===== config.mk =====
export PLATFORM = sky130hd
export DESIGN_NAME = tis_node_ctrl
export DESIGN_NICKNAME = d
export VERILOG_FILES = /design/src/rtl/tis_node_ctrl.sv
export SDC_FILE = /design/constraint.sdc
export NUM_CORES = 1
export LEC_CHECK = 0
export ABC_CLOCK_PERIOD_IN_PS = 1500
export CAP_MARGIN = 25
export CORE_MARGIN = 1.5
export CORE_UTILIZATION = 35
export DETAILED_ROUTE_END_ITERATION = 12
export GPL_ROUTABILITY_DRIVEN = 0
export PLACE_DENSITY = 0.71
export SYNTH_ARGS = -nofsm -noshare
export SYNTH_HDL_FRONTEND = slang
export SYNTH_SLANG_ARGS = --single-unit

===== constraint.sdc =====
create_clock -name clk -period 1.5 [get_ports clk]
set_input_delay 0.225 -clock clk [delete_from_list [all_inputs] [get_ports clk]]
set_output_delay 0.225 -clock clk [all_outputs]
set_load 0.1 [all_outputs]

===== src/rtl/tis_node_ctrl.sv =====
// Instruction sequencer for one TIS-100 execution node: decodes the 18-bit word,
// runs blocking neighbour reads/writes and pulses the execution-path control set.
module tis_node_ctrl #(
    parameter int DATA_W  = 8,
    parameter int STALL_W = 16
) (
    input  logic               clk,
    input  logic               reset,
    input  logic [17:0]        instr,
    input  logic [DATA_W-1:0]  acc_cond,
    input  logic [DATA_W-1:0]  in_data0,
    input  logic [DATA_W-1:0]  in_data1,
    input  logic [DATA_W-1:0]  in_data2,
    input  logic [DATA_W-1:0]  in_data3,
    input  logic [3:0]         in_valid,
    output logic [3:0]         in_ack,
    output logic [DATA_W-1:0]  out_data,
    output logic [3:0]         out_valid,
    input  logic [3:0]         out_ready,
    output logic [DATA_W-1:0]  mov_data,
    output logic [1:0]         alu_sel,
    output logic               swp_active,
    output logic               en_bak,
    output logic               jmp_instr,
    output logic               jmp_uncond,
    output logic [1:0]         jmp_cond,
    output logic               pc_en,
    output logic               busy_stall,
    output logic [STALL_W-1:0] stall_cycles
);
    typedef enum logic [2:0] {
        S_FETCH,
        S_DECODE,
        S_READ,
        S_WRITE,
        S_COMMIT
    } state_t;

    state_t             state_q, state_d;
    logic [17:0]        ir_q, ir_d;
    logic [DATA_W-1:0]  mov_q, mov_d;
    logic [DATA_W-1:0]  rd_sel;
    logic [STALL_W-1:0] stall_q, stall_d;
    logic [3:0]         opc;
    logic [2:0]         src;
    logic [2:0]         dst;
    logic               src_port;
    logic               wr_port;
    logic               cond_true;

    function automatic logic [STALL_W-1:0] sat_inc(input logic [STALL_W-1:0] v);
        return (&v) ? v : v + STALL_W'(1);
    endfunction

    assign opc      = ir_q[3:0];
    assign src      = ir_q[6:4];
    assign dst      = ir_q[9:7];
    assign src_port = ~src[2];
    assign wr_port  = (opc == 4'd1) && ~dst[2];

    always_comb begin
        unique case (src[1:0])
            2'd0:    rd_sel = in_data0;
            2'd1:    rd_sel = in_data1;
            2'd2:    rd_sel = in_data2;
            default: rd_sel = in_data3;
        endcase
    end

    // Jcc opcodes 8..11 map their low two bits straight onto EZ/NZ/GZ/LZ
    always_comb begin
        unique case (opc[1:0])
            2'd0:    cond_true = ~|acc_cond;
            2'd1:    cond_true = |acc_cond;
            2'd2:    cond_true = ~acc_cond[DATA_W-1] && (|acc_cond);
            default: cond_true = acc_cond[DATA_W-1];
        endcase
    end

    always_comb begin
        state_d    = state_q;
        ir_d       = ir_q;
        mov_d      = mov_q;
        in_ack     = '0;
        out_valid  = '0;
        out_data   = '0;
        alu_sel    = 2'b00;
        swp_active = 1'b0;
        en_bak     = 1'b0;
        jmp_instr  = 1'b0;
        jmp_uncond = 1'b0;
        jmp_cond   = 2'b00;
        pc_en      = 1'b0;
        busy_stall = 1'b0;
        unique case (state_q)
            S_FETCH: begin
                ir_d    = instr;
                state_d = S_DECODE;
            end
            S_DECODE: begin
                if (src_port) begin
                    state_d = S_READ;
                end else begin
                    unique case (src)
                        3'd4:    mov_d = acc_cond;
                        3'd6:    mov_d = DATA_W'(ir_q[17:10]);
                        default: mov_d = '0;
                    endcase
                    state_d = wr_port ? S_WRITE : S_COMMIT;
                end
            end
            S_READ: begin
                busy_stall = 1'b1;
                if (in_valid[src[1:0]]) begin
                    mov_d            = rd_sel;
                    in_ack[src[1:0]] = 1'b1;
                    state_d          = wr_port ? S_WRITE : S_COMMIT;
                end
            end
            S_WRITE: begin
                busy_stall          = 1'b1;
                out_data            = mov_q;
                out_valid[dst[1:0]] = 1'b1;
                if (out_ready[dst[1:0]]) begin
                    state_d = S_COMMIT;
                end
            end
            S_COMMIT: begin
                state_d = S_FETCH;
                pc_en   = 1'b1;
                unique case (opc)
                    4'd2: swp_active = 1'b1;
                    4'd3: en_bak     = 1'b1;
                    4'd4: alu_sel    = 2'b01;
                    4'd5: alu_sel    = 2'b10;
                    4'd6: alu_sel    = 2'b11;
                    4'd7: begin
                        jmp_uncond = 1'b1;
                        pc_en      = 1'b0;
                    end
                    4'd8, 4'd9, 4'd10, 4'd11: begin
                        jmp_instr = 1'b1;
                        jmp_cond  = opc[1:0];
                        pc_en     = ~cond_true;
                    end
                    default: ;
                endcase
            end
            default: state_d = S_FETCH;
        endcase
        stall_d = busy_stall ? sat_inc(stall_q) : stall_q;
    end

    always_ff @(posedge clk or posedge reset) begin
        if (reset) begin
            state_q <= S_FETCH;
            ir_q    <= '0;
            mov_q   <= '0;
            stall_q <= '0;
        end else begin
            state_q <= state_d;
            ir_q    <= ir_d;
            mov_q   <= mov_d;
            stall_q <= stall_d;
        end
    end

    assign mov_data     = mov_q;
    assign stall_cycles = stall_q;

endmodule


# After elaboration in Yosys (flattened, before gate mapping)
# Cells that the tools add are included.
# word_totals
output_inout_bits,50
regBits,45
word_cells,91
input_bits,68
# op_classes
eq_ne,24
n_bitwise,4
n_lt_le_gt_ge,4
muxes,38
n_addsub,1
reduce_logical,16
# ops
op,n
8-bit one-hot mux with 2 select lines,2
8-bit two-way mux,3
8-bit one-hot mux with 3 select lines,1
16-bit by 1-bit adder with 16-bit output (second input constant),1
4-bit by 3-bit == test with 1-bit output (second input constant),4
4-bit == test (second input constant),4
16-bit AND reduction,1
1-bit two-way mux,14
3-bit two-way mux,4
4-bit two-way mux,3
3-bit one-hot mux with 4 select lines,1
3-bit == test (second input constant),3
4-bit by 2-bit == test with 1-bit output (second input constant),2
8-bit OR reduction,1
3-bit by 2-bit == test with 1-bit output (second input constant),2
2-bit by 3-bit less-than comparator with 1-bit output (second input constant),2
2-bit two-way mux,3
2-bit inequality test (second input constant),3
2-bit one-hot mux with 3 select lines,1
1-bit binary-select mux with 2-bit select,2
1-bit demux with 2-bit select,2
2-bit by 1-bit == test with 1-bit output (second input constant),2
2-bit == test (second input constant),2
4-bit by 1-bit == test with 1-bit output (second input constant),1
14 further kinds,23

# Depth between registers and ports, before layout
# logic_depth
depth_word,6
depth_mapped,7
ltp_nobuf,4

# Least setup slack after synthesis
# Ideal clock, no wire load.
# synth_path
path_kind,register to output
start,reg state_q[1]
end,out out_valid[0]
setup_slack_ps,-2647
n_path_buf,3
arrival_ps,3922
stages_incl_launch_ff,7
t_required_ps,1275
path_cell_list,dfrtp_1 -> buf_6 -> nor2b_1 -> buf_4 -> clkbuf_1 -> nand2_1 -> nor3_1
# synth_via
elab_chain_len,2
# synth_rtl
item,line_no,text
from (decl),39,"state_t state_q, state_d;"
from (signal assigned),161,state_q <= state_d;
3-bit by 2-bit == test with 1-bit output,95,unique case (state_q)
4-bit two-way mux,95,
to (decl),18,"output logic [3:0] out_valid,"
# Every way passes these cells.

# Worst setup path in the final report
# layout_path
start,reg state_q[1]
end,out en_bak
# layout_via
elab_chain_len,2
# layout_rtl
item,line_no,text
3-bit == test,95,
1-bit two-way mux,95,
to (decl),23,"output logic en_bak,"
# Every way passes these cells.

==> results_dict.tcl <==
set metrics [dict create \
    status "complete, but fails checks" \
    violations "negative setup slack" \
    ant_nets 0 \
    regToRegStartpoint "state_q[1]" \
    vias 2957 \
    ys_dominant_reg_cell "dfrtp_1" \
    fp-row-count 32 \
    yosysSeqAreaShare_pct 40.7 \
    firstDrtPassIters 6 \
    power_density_nw_per_um2 1930 \
    yosysMostFrequentCell "dfrtp_1" \
    die-area_um2 8460 \
    clockPowerShare_pct 7.1 \
    place_hpwl_um 6950 \
    io_pins 118 \
    critPathRequiredTime_ps 1270 \
    setup_viol 60 \
    hold_class "in2async" \
    crit_fanout 4 \
    drive_gt1_share_pct 57.4 \
    drtIter0Drc 80 \
    cts_tree "done" \
    critPathSlowestCell "dfrtp_1" \
    drc 0 \
    overflow 0 \
    period_share_pct 128 \
    seq_power_share_pct 20.9 \
    grt_usage_pct 22.6 \
    post_drt_wl_per_cell_um 17.8 \
    cp_cell_sequence "nor2_2 -> nand2_2 -> or3_4 -> nor2_4 -> buf_12" \
    critPathLaunchType "register" \
    slew_headroom_pct 75.6 \
    grt_max_degree 22 \
    criticalPathCategory "reg2out" \
    synth_largest_area_cell "dfrtp_1" \
    tightest_slew_ps 365 \
    io_buffers 117 \
    diodes 0 \
    cts_root_buffer "clkbuf_8" \
    synth_top_area_share_pct 40.7 \
    h-tree-depth 2 \
    start_util_pct 36.0 \
    final.min_clock_period_ps 1930 \
    synth-seq-cells 45 \
    post-place-cells 525 \
    p_leak_nw 2.35 \
    worstSkewPairLatency_ps 310 \
    end_kind "output pin" \
    synth_edf_count 0 \
    final_cells 553 \
    crit_path_max_incr_delay_ps 450 \
    syn_to_final_growth_pct 110 \
    wl_um 9840 \
    worstPathArrival_ps 1700 \
    switching_power_w 0.00543 \
    synthArstFlopShare_pct 100 \
    clock-sinks 45 \
    clockBufferDepth 2 \
    power_w 0.0112 \
    rsz0062_at_grt "true" \
    yosysWarnings 0 \
    fin_skew_ps 15.2 \
    synth_area_um2 2770 \
    power.internal_w 0.00579 \
    r2r_end "mov_data[0]" \
    netSwitchingFraction_pct 48.4 \
    num-nets-final 519 \
    timing.final.ws_setup_ps -426 \
    cts_buffers 5 \
    pwr-share-comb_pct 72.1 \
    clk_pin_slew_ps 100 \
    antenna_found_initial 0 \
    post_drt_via_cell_ratio 5.35 \
    irDropWorstVdd_uv 1080 \
    synthTopCellsByCount "dfrtp_1 (45), mux2_1 (24), a21oi_1 (17)" \
    synth_fp_nets 342 \
    synth_cell_type_count 45 \
    dieWidth_um 92.0 \
    finalHoldViolations 0 \
    syn_inst 273 \
    core-area_um2 7690 \
    ff2ff_path_depth 8 \
    ctsHoldBuffers 0 \
    grt_pass1_vias 3051 \
    maxCapViolCount 0 \
    report.final.slew_viol_count 0 \
    cp-endpoint "en_bak" \
    rrSetupSlack_ps -290 \
    grt_pass1_wl_um 15100 \
    synthTopCellsByArea "dfrtp_1 (41%), mux2_1 (9.8%), mux2_2 (3.7%)" \
    fp.dieH_um 92.0 \
    syn_avg_cell_area_um2 10.1 \
    startpoint "state_q[1]" \
    fmax_mhz 519 \
]
-- critical path: cells and delay by family (launching register included) --
kind	cells	cell delay, ps
buffers and inverters	1	180
DFF	1	450
and+or+nand+nor	4	760
-- metal layers --
metal | vias to the layer above | routed length, µm | track usage (%) | part of all wire, %
met5 | - | 0 | 0 | 0
met3 | 20 | 697 | 6.38 | 7.1
met1 | 1451 | 3770 | 25.9 | 38
li1 | 1365 | - | - | -
met2 | 121 | 5150 | 40.9 | 52
met4 | 0 | 227 | 6.15 | 2.3
-- sequential cells by signal (all words and copies together), names as in the netlist --
| name | flops |
|---|---|
| mov_data | 8 |
| ir_q | 18 |
| state_q | 3 |
| stall_cycles | 16 |
-- metrics by stage --
stage / area (µm²) / setup WS, ps / hold WS (ps) / util (%) / setup TNS (ps)
2_1_floorplan: 3180 / -751 / 347 / - / -7250
3_3_place_gp: 5270 / -588 / 463 / 68.6 / -4500
3_5_place_dp: 5270 / -590 / 471 / 68.6 / -4710
4_1_cts: 5500 / -375 / 223 / 71.5 / -9120
5_1_grt: 5810 / -473 / 263 / 75.6 / -17210
6_report: 5810 / -426 / 202 / 75.6 / -13870
-- power groups by stage --
| stage | combinational (W) | sequential, W | clock [W] |
|---|---|---|---|
| after CTS | 0.00710 | 0.00229 | 0.000793 |
| final | 0.00808 | 0.00234 | 0.000796 |
| after global placement | 0.00670 | 0.00227 | 0 |
| after floorplan | 0.00314 | 0.00348 | 0 |
| after global routing | 0.00843 | 0.00241 | 0.000832 |
| after detailed placement | 0.00681 | 0.00229 | 0 |
-- worst min-delay path by stage --
stage	startpoint	endpoint	depth (start not counted)
after floorplan	instr[1]	ir_q[1]	2
after global placement	ir_q[11]	ir_q[11]	1
after detailed placement	ir_q[17]	ir_q[17]	1
after CTS	reset	ir_q[8]	2
after global routing	reset	stall_cycles[0]	2
final	reset	stall_cycles[0]	2
-- layout by cell type (no fill, tap or decap), drive strengths merged, types with 5 or more instances in the layout --
master         synthesis  routed
and3                  14      14
a211o                  8       8
clkdlybuf4s50          0      59
mux2i                  8       8
dfrtp                 45      45
mux2                  33      33
nor2                  18      18
a21oi                 17      17
nand3                 16      16
o21ai                  7       7
buf                   15     121
clkbuf                 3       8
inv                    6       7
xnor2                  9       9
nand4                  7       7
a31oi                 10      10
nand2                 13      13
nor3                   5       5
-- cell type report --
cell class	count	area (µm²)
Fill cell	472	1870
Multi-Input combinational cell	203	1990
Clock buffer	5	68.8
Timing Repair Buffer	189	2390
Sequential cell	45	1190
Clock inverter	3	21.3
Inverter	6	22.5
Tap cell	102	128
-- repair_timing --
| item | CTS | global route |
|---|---|---|
| buffers inserted | 6 | 12 |
| gates cloned | 2 | 1 |
| gates resized for setup | 27 | 60 |
| pin swaps | 12 | 18 |
| setup endpoints to repair | 55 | 54 |
-- logic make-up after synthesis --
logic type                 after synthesis  share of synthesized area [%]
and+or+nand+nor                         95                           19.2
AOI/OAI and AO/OA                       51                           12.4
xor gates and xnor gates                12                           3.79
adders and majority gates                1                          0.452
buffers and inverters                   26                           5.60
muxes                                   43                           17.9
DFF                                     45                           40.7
No activity file was read; power rests on OpenSTA's default activity.
